File: config.mk
export PLATFORM = sky130hd
export DESIGN_NAME = const_mem_arbiter
export DESIGN_NICKNAME = d
export VERILOG_FILES = /design/src/rtl/const_mem_arbiter.sv
export SDC_FILE = /design/constraint.sdc
export NUM_CORES = 1
export LEC_CHECK = 0
export CORE_AREA = 2 2 65 67
export DETAILED_ROUTE_END_ITERATION = 12
export DIE_AREA = 0 0 67 69
export PLACE_DENSITY_LB_ADDON = 0.08
export SLEW_MARGIN = 10
export SYNTH_ARGS = -nofsm -noshare
export SYNTH_HDL_FRONTEND = slang
export SYNTH_SLANG_ARGS = --single-unit
File: constraint.sdc
create_clock -name iClk -period 4.5 [get_ports iClk]
set_input_delay 0.9 -clock iClk [delete_from_list [all_inputs] [get_ports iClk]]
set_output_delay 0.9 -clock iClk [all_outputs]
set_load 0.01 [all_outputs]
File: src/rtl/const_mem_arbiter.sv
// Arbitrates the single ConstMem read port among NUM_REQ clients: grant, wait MEM_LAT, pulse valid.
// Define CONST_ARB_FIXED_PRIO_EN for fixed lowest-index priority instead of round-robin.
module const_mem_arbiter #(
  parameter int NUM_REQ = 4,
  parameter int ADDR_W  = 6,
  parameter int DATA_W  = 8,
  parameter int MEM_LAT = 1
) (
  input  logic                      iClk,
  input  logic                      iRst,
  input  logic [NUM_REQ-1:0]        ivReq,
  input  logic [NUM_REQ*ADDR_W-1:0] ivAddr,
  output logic [NUM_REQ-1:0]        ovGnt,
  output logic [NUM_REQ-1:0]        ovValid,
  output logic [DATA_W-1:0]         ovData,
  output logic [ADDR_W-1:0]         ovMemAddr,
  input  logic [DATA_W-1:0]         ivMemData,
  output logic                      oBusy
);

  localparam int PTR_W = $clog2(NUM_REQ);
  localparam int CNT_W = (MEM_LAT > 1) ? $clog2(MEM_LAT) : 1;

  typedef enum logic [1:0] {IDLE, READ, RESP} state_t;

  state_t             state;
  state_t             next_state;
  logic [CNT_W-1:0]   cnt;
  logic [PTR_W-1:0]   win_idx;
  logic               win_found;
  logic [ADDR_W-1:0]  win_addr;

`ifdef CONST_ARB_FIXED_PRIO_EN
  always_comb begin
    win_idx   = '0;
    win_found = |ivReq;
    for (int i = NUM_REQ - 1; i >= 0; i--) begin
      if (ivReq[i]) win_idx = PTR_W'(i);
    end
  end
`else
  logic [PTR_W-1:0]   ptr;
  logic [PTR_W-1:0]   next_ptr;
  logic [PTR_W-1:0]   offset;
  logic [PTR_W:0]     sum;
  logic [2*NUM_REQ-1:0] req_dbl;
  logic [NUM_REQ-1:0] req_rot;

  // Rotate requests so the pointer sits at bit 0, pick the lowest set bit, then undo the rotation.
  always_comb begin
    req_dbl   = {ivReq, ivReq} >> ptr;
    req_rot   = req_dbl[NUM_REQ-1:0];
    win_found = |ivReq;
    offset    = '0;
    for (int k = NUM_REQ - 1; k >= 0; k--) begin
      if (req_rot[k]) offset = PTR_W'(k);
    end
    sum = {1'b0, ptr} + {1'b0, offset};
    if (sum >= (PTR_W+1)'(NUM_REQ)) sum = sum - (PTR_W+1)'(NUM_REQ);
    win_idx  = sum[PTR_W-1:0];
    next_ptr = (win_idx == PTR_W'(NUM_REQ - 1)) ? '0 : win_idx + PTR_W'(1);
  end
`endif

  always_comb begin
    win_addr = '0;
    for (int i = 0; i < NUM_REQ; i++) begin
      if (win_idx == PTR_W'(i)) win_addr = ivAddr[i*ADDR_W +: ADDR_W];
    end
  end

  always_ff @(posedge iClk) begin
    if (iRst) state <= IDLE;
    else      state <= next_state;
  end

  always_comb begin
    next_state = state;
    case (state)
      IDLE:    if (win_found) next_state = READ;
      READ:    if (cnt == '0) next_state = RESP;
      RESP:    next_state = IDLE;
      default: next_state = IDLE;
    endcase
  end

  // Grant and address are latched in IDLE so later request/address changes cannot disturb a read.
  always_ff @(posedge iClk) begin
    if (iRst) begin
      ovGnt     <= '0;
      ovValid   <= '0;
      ovData    <= '0;
      ovMemAddr <= '0;
      cnt       <= '0;
`ifndef CONST_ARB_FIXED_PRIO_EN
      ptr       <= '0;
`endif
    end else begin
      case (state)
        IDLE: begin
          ovValid <= '0;
          if (win_found) begin
            ovGnt     <= NUM_REQ'(1) << win_idx;
            ovMemAddr <= win_addr;
            cnt       <= CNT_W'(MEM_LAT - 1);
`ifndef CONST_ARB_FIXED_PRIO_EN
            ptr       <= next_ptr;
`endif
          end else begin
            ovGnt <= '0;
          end
        end
        READ: begin
          if (cnt == '0) begin
            ovData  <= ivMemData;
            ovValid <= ovGnt;
          end else begin
            cnt <= cnt - CNT_W'(1);
          end
        end
        RESP: begin
          ovGnt   <= '0;
          ovValid <= '0;
        end
        default: ;
      endcase
    end
  end

  assign oBusy = (state != IDLE);

endmodule
After elaboration in Yosys (flattened, before gate mapping)
Index checks and enable logic that the tools add are counted.
{"block": "classes", "add_sub_neg": 4, "n_lt_le_gt_ge": 1, "n_eq_ne": 7, "n_shift": 2, "mux": 20, "bitwise": 1, "reduce_logical": 13}
{"op": "6-bit 2-to-1 mux", "count": 4}
{"op": "2-bit 2-to-1 mux", "count": 8}
{"op": "4-bit one-hot mux with 2 select lines", "count": 2}
{"op": "2-bit AND reduction", "count": 5}
{"op": "4-bit 2-to-1 mux", "count": 2}
{"op": "2-bit nonzero test", "count": 4}
{"op": "8-bit by 2-bit right shift with 4-bit output", "count": 1}
{"op": "2-bit equality test, second input constant", "count": 3}
{"op": "2-bit by 1-bit equality test with 1-bit output, second input constant", "count": 2}
{"op": "2-bit zero test", "count": 2}
{"op": "2-bit inequality test, second input constant", "count": 2}
{"op": "2-bit one-hot mux with 2 select lines", "count": 1}
{"op": "4-bit OR reduction", "count": 1}
{"op": "1-bit by 2-bit left shift with 4-bit output, first input constant", "count": 1}
{"op": "2-bit by 2-bit adder with 3-bit output", "count": 1}
{"op": "3-bit >= comparator, second input constant", "count": 1}
{"op": "2-bit by 1-bit adder with 2-bit output, second input constant", "count": 1}
{"op": "1-bit 2-to-1 mux", "count": 2}
{"op": "1-bit one-hot mux with 2 select lines", "count": 1}
{"op": "2-bit OR reduction", "count": 1}
{"op": "2-bit by 1-bit subtractor with 2-bit output, second input constant", "count": 1}
{"op": "1-bit inverter", "count": 1}
{"op": "1-bit subtractor, second input constant", "count": 1}
{"block": "word_totals", "reg_bits": 27, "in_bits": 38}

Longest topological paths before layout
{"block": "depth", "ltp_word": 13, "mapped_depth": 12, "depth_no_buf": 11}

Worst setup path after synthesis
Ideal clock, no wire load.
{"block": "synth_path", "path_kind": "input-to-reg", "startpoint": "in ivReq[2]", "endpoint": "reg ovMemAddr[3]", "arrival_time_ns": 2.951, "setup_slack_ns": 1.432, "path_stages": 11, "cell_sequence": "clkbuf_1 -> or4_1 -> o2111ai_1 -> ha_1 -> xnor2_1 -> ha_1 -> clkbuf_1 -> and3b_1 -> a21oi_1 -> o21ai_0 -> a32o_1"}
{"block": "synth_via", "elab_chain_len": 13, "word_cells_on_any_way": 19, "cone_classes": "add/sub (2); order compare (1); eq/ne (3); shift (1); mux (9); reduce/logical (3)"}
{"element": "from (decl)", "line_no": "11", "rtl": "input logic [NUM_REQ-1:0] ivReq,"}
{"element": "8-bit by 2-bit right shift with 4-bit output", "line_no": "51", "rtl": "req_dbl = {ivReq, ivReq} >> ptr;"}
{"element": "2-bit 2-to-1 mux (4 in series)", "line_no": "56", "rtl": "if (req_rot[k]) offset = PTR_W'(k);"}
{"element": "2-bit by 2-bit adder with 3-bit output", "line_no": "58", "rtl": "sum = {1'b0, ptr} + {1'b0, offset};"}
{"element": "3-bit >= comparator or 2-bit by 1-bit subtractor with 2-bit output (tied branches)", "line_no": "59", "rtl": "if (sum >= (PTR_W+1)'(NUM_REQ)) sum = sum - (PTR_W+1)'(NUM_REQ);"}
{"element": "2-bit 2-to-1 mux", "line_no": "59"}
{"element": "2-bit zero test", "line_no": "68", "rtl": "if (win_idx == PTR_W'(i)) win_addr = ivAddr[i*ADDR_W +: ADDR_W];"}
{"element": "6-bit 2-to-1 mux (4 in series)", "line_no": "68"}
{"element": "to (signal assigned)", "line_no": "104", "rtl": "ovMemAddr <= win_addr;"}
{"element": "to (decl)", "line_no": "16", "rtl": "output logic [ADDR_W-1:0] ovMemAddr,"}
Parallel ways exist; a longest one is shown, timed or not.
A chain may end at the register's enable or synchronous reset.

Worst setup path after layout
{"block": "layout_path", "startpoint": "in ivReq[3]", "endpoint": "reg ovMemAddr[5]"}
The elaborated chain is that of the path after synthesis.

==> key figures <==
Outcome
  • Outcome: finished clean

Setup path
  • Worst-path maximum fanout: 9
  • Highest-delay cell along the critical path: clkdlybuf4s50_1
  • Crit-path max cell delay: 0.59 ns
  • Beginning of the critical path: ivReq[3]
  • R2R Path Start: ptr[0]
  • Critical path type: in -> reg
  • Critical path arrival: 3.63 ns
  • Crit. End Element: register
  • Critical Path RT: between 4 and 5 ns
  • Worst Path Buf+Inv: 1
  • Startpoint types: input port
  • Delay-heaviest family, CP: compound AO/OA/AOI/OAI gates
  • CP cell instances: clkdlybuf4s50_1, and3b_1, o21ai_0, o2111ai_1, ha_1, xnor2_1, ha_1, nor2b_1, a22oi_1, o21ai_0, a32o_1

Detailed routing
  • DRT Wirelength: around 3500 um
  • Routed WL per cell: between 10 and 15 um
  • Initial drt markers: 64
  • Met3 routed WL: around 240 um
  • # DRC: 0
  • WL met1: roughly 1600 um
  • Top Layer Used: met4
  • Total vias in the final route: approximately 1300
  • Antenna-violating nets left: 0
  • Pre-Repair DR Iteration Count: 5
  • WL met2: roughly 1700 um
  • Post-DR vias/cell: around 5.1

Yosys
  • Synth Register Bits: 26
  • Post-synth EDFFs: 0
  • Area leader, netlist: dfxtp_1
  • Post-synthesis simple-gate area fraction: a little over a fifth
  • Top_reg_cell synth: dfxtp_1
  • Net Count, Synth: between 200 and 250
  • Count leader, synth: dfxtp_1
  • Synth top area cells: dfxtp_1 39%, a21oi_1 6.5%, a22oi_1 5.1%, nand2_1 5.1%, ha_1 4.7%
  • Yosys cell types: 32
  • Asr flop ratio synth: 0%
  • Area share of xor/xnor cells in the synthesized design: under 10%
  • Mapped cell area: between 1000 and 1500 um2
  • Post-synth top area share: between 30% and 40%
  • Adder-cell share of the synthesized area: under 10%
  • Main combinational cell family by area after synthesis: compound AO/OA/AOI/OAI gates
  • Seq/Total Area, Yosys: around two fifths
  • Mux contribution to synthesized area: under 10%
  • Yosys Warn Count: 0
  • Mean Syn Cell Area: around 8.3 um2
  • Post-synthesis compound-gate area fraction: between 20% and 30%
  • Post-Syn Instances: 159
  • Most frequent cells after synthesis: 26 x dfxtp_1, 18 x nand2_1, 17 x a21oi_1

Power and ir drop
  • Net Sw Power: 0.000394 W
  • Internal power: 0.000680 W
  • Sequential share of power: 31.1%
  • VDD IR-drop max: 240 uV
  • Clock power share: ~18%
  • P per Cell Area: approximately 540 nW/um2
  • Comb pwr share: between 50% and 60%
  • Pleak: 0.736 nW
  • Sw Share: 36.7%

STA
  • Max_slew headroom: between 40% and 50%
  • Final setup vio count: 0
  • RSZ-0062 raised after global routing: no
  • Slew @ Worst Pin: slightly below 0.9 ns
  • Final Max Slew Viols: 0
  • Setup Skew: between 0.006 and 0.007 ns
  • Fin crit period: around 3.5 ns
  • WHS: about 0.46 ns
  • Fmax achieved: ~0.29 GHz
  • Period Utilization, post-route: between 70% and 80%
  • TNS Setup: 0 ns
  • Final hold viol count: 0

CTS
  • Cts hold-fix bufs: 0
  • Clock slew at reported path FFs: around 0.1 ns
  • CTS Buf Count: 3
  • Post-CTS Resized: 0
  • Clk_lat worst skew: roughly 0.27 ns
  • Root Driver: clkbuf_8
  • Clock Tree Buf Depth: 2
  • H-tree levels: 1
  • TritonCTS clock tree: yes
  • Post-CTS Setup Bufs: 0
  • Sink Count: 26

Layout
  • Layout Cells excl Fill: approximately 260
  • P&R area growth vs syn: 51.1%
  • Final core occ: between 50% and 60%
  • Post-layout nets: 255
  • Layout cells sized above 1: about 3.3%
  • Inserted Diodes: 0

Floorplanning
  • Core footprint: roughly 3900 um2
  • IO Count: between 60 and 70
  • Initial Utilization: between 30% and 40%
  • Die Y: just under 70 um
  • Die area: around 4600 um2
  • Placement Rows: 23
  • Die X: between 60 and 70 um

Worst hold path
  • Hold Path Class: reg -> reg
  • Hold path startpoint: ovData[4]

Global route
  • Grt ovf: 0
  • Initial antenna violation count: 0
  • Overall global routing resource usage: about 16%
  • Largest net degree at the start of global routing: 24
  • First-pass GRT wire length: about 5900 um
  • Vias in the first global route: roughly 1300

Run
  • Max-cap viol count: 0

Place
  • Cells after DPL: 257
  • Placer Congestion: about 0.76
  • # port buffers: 60
  • DP Wirelength: 2680 um
layout make-up:
cell class | instances | area (um2)
sequential | 26 | 520
clock buffer | 3 | 41.3
clock inverter | 1 | 30.0
tap | 50 | 62.6
inverter | 4 | 15.0
timing repair buffer | 60 | 601
fill | 401 | 1920
multi-input combinational | 117 | 723
path summary, 6_finish.rpt:
check | to | slack, ns | depth (start not counted)
max | ovMemAddr[5] | 1.03 | 11
min | ovData[4] | 0.46 | 2
max reg2reg | ovMemAddr[5] | 1.84 | 10
min reg2reg | ovData[4] | 0.46 | 2
layer usage:
layer,vias to the layer above,GRT usage [%]
met4,0,4.08
li1,669,-
met2,51,27.5
met1,609,20.1
met5,-,0
met3,2,3.10
cell usage in the layout, fill, tap and decap left out:
cell,count
a211oi_1,1
a21o_1,1
a21o_4,1
a21oi_1,17
a21oi_2,1
a22oi_1,9
a2bb2oi_1,1
a31oi_1,1
a32o_1,6
and2b_1,1
and3b_1,2
bufinv_16,1
clkbuf_8,3
clkdlybuf4s50_1,60
dfxtp_1,26
ha_1,5
inv_1,4
mux2i_1,4
nand2_1,18
nand2b_1,1
nor2_1,15
nor2b_1,7
nor3_1,10
nor3b_1,1
o2111ai_1,1
o211ai_1,1
o21ai_0,7
o22ai_1,1
or2_4,1
or3_1,1
or4_1,1
xnor2_1,1
xor2_1,1
per-stage QoR:
| step | area [um2] | total power (W) | setup WS [ns] |
|---|---|---|---|
| floorplan | 1320 | 0.000685 | 1.43 |
| global placement | 1920 | 0.000867 | 0.895 |
| detailed placement | 1920 | 0.000881 | 0.835 |
| CTS | 1990 | 0.00108 | 1.08 |
| global route | 1990 | 0.00116 | 0.808 |
| finish | 1990 | 0.00107 | 1.03 |
power groups by stage:
stage / Clock, W / Combinational (W) / Sequential (W)
finish: 0.000194 / 0.000546 / 0.000335
floorplan: 0 / 0.000346 / 0.000339
detailed placement: 0 / 0.000542 / 0.000339
global placement: 0 / 0.000531 / 0.000336
global route: 0.000207 / 0.000615 / 0.000341
CTS: 0.000199 / 0.000549 / 0.000334
registers in the layout, summed over array words and instances, names as in the netlist:
signal and cells:
ovGnt 4, ovData 8, state 2, ovValid 4, ovMemAddr 6, ptr 2
tightest hold or removal path, cell delays in order (launching register included):
cell,delay (ns)
dfxtp_1,0.32
nand2_1,0.05
a21oi_1,0.05
logic make-up after synthesis:
group	count (synthesis)
AO/OA/AOI/OAI	48
XOR/XNOR	2
adder cells (fa/ha/maj)	5
buffers and inverters	16
flip-flops	26
multiplexers	4
AND/OR/NAND/NOR	58
No activity file was read; power rests on OpenSTA's default activity.
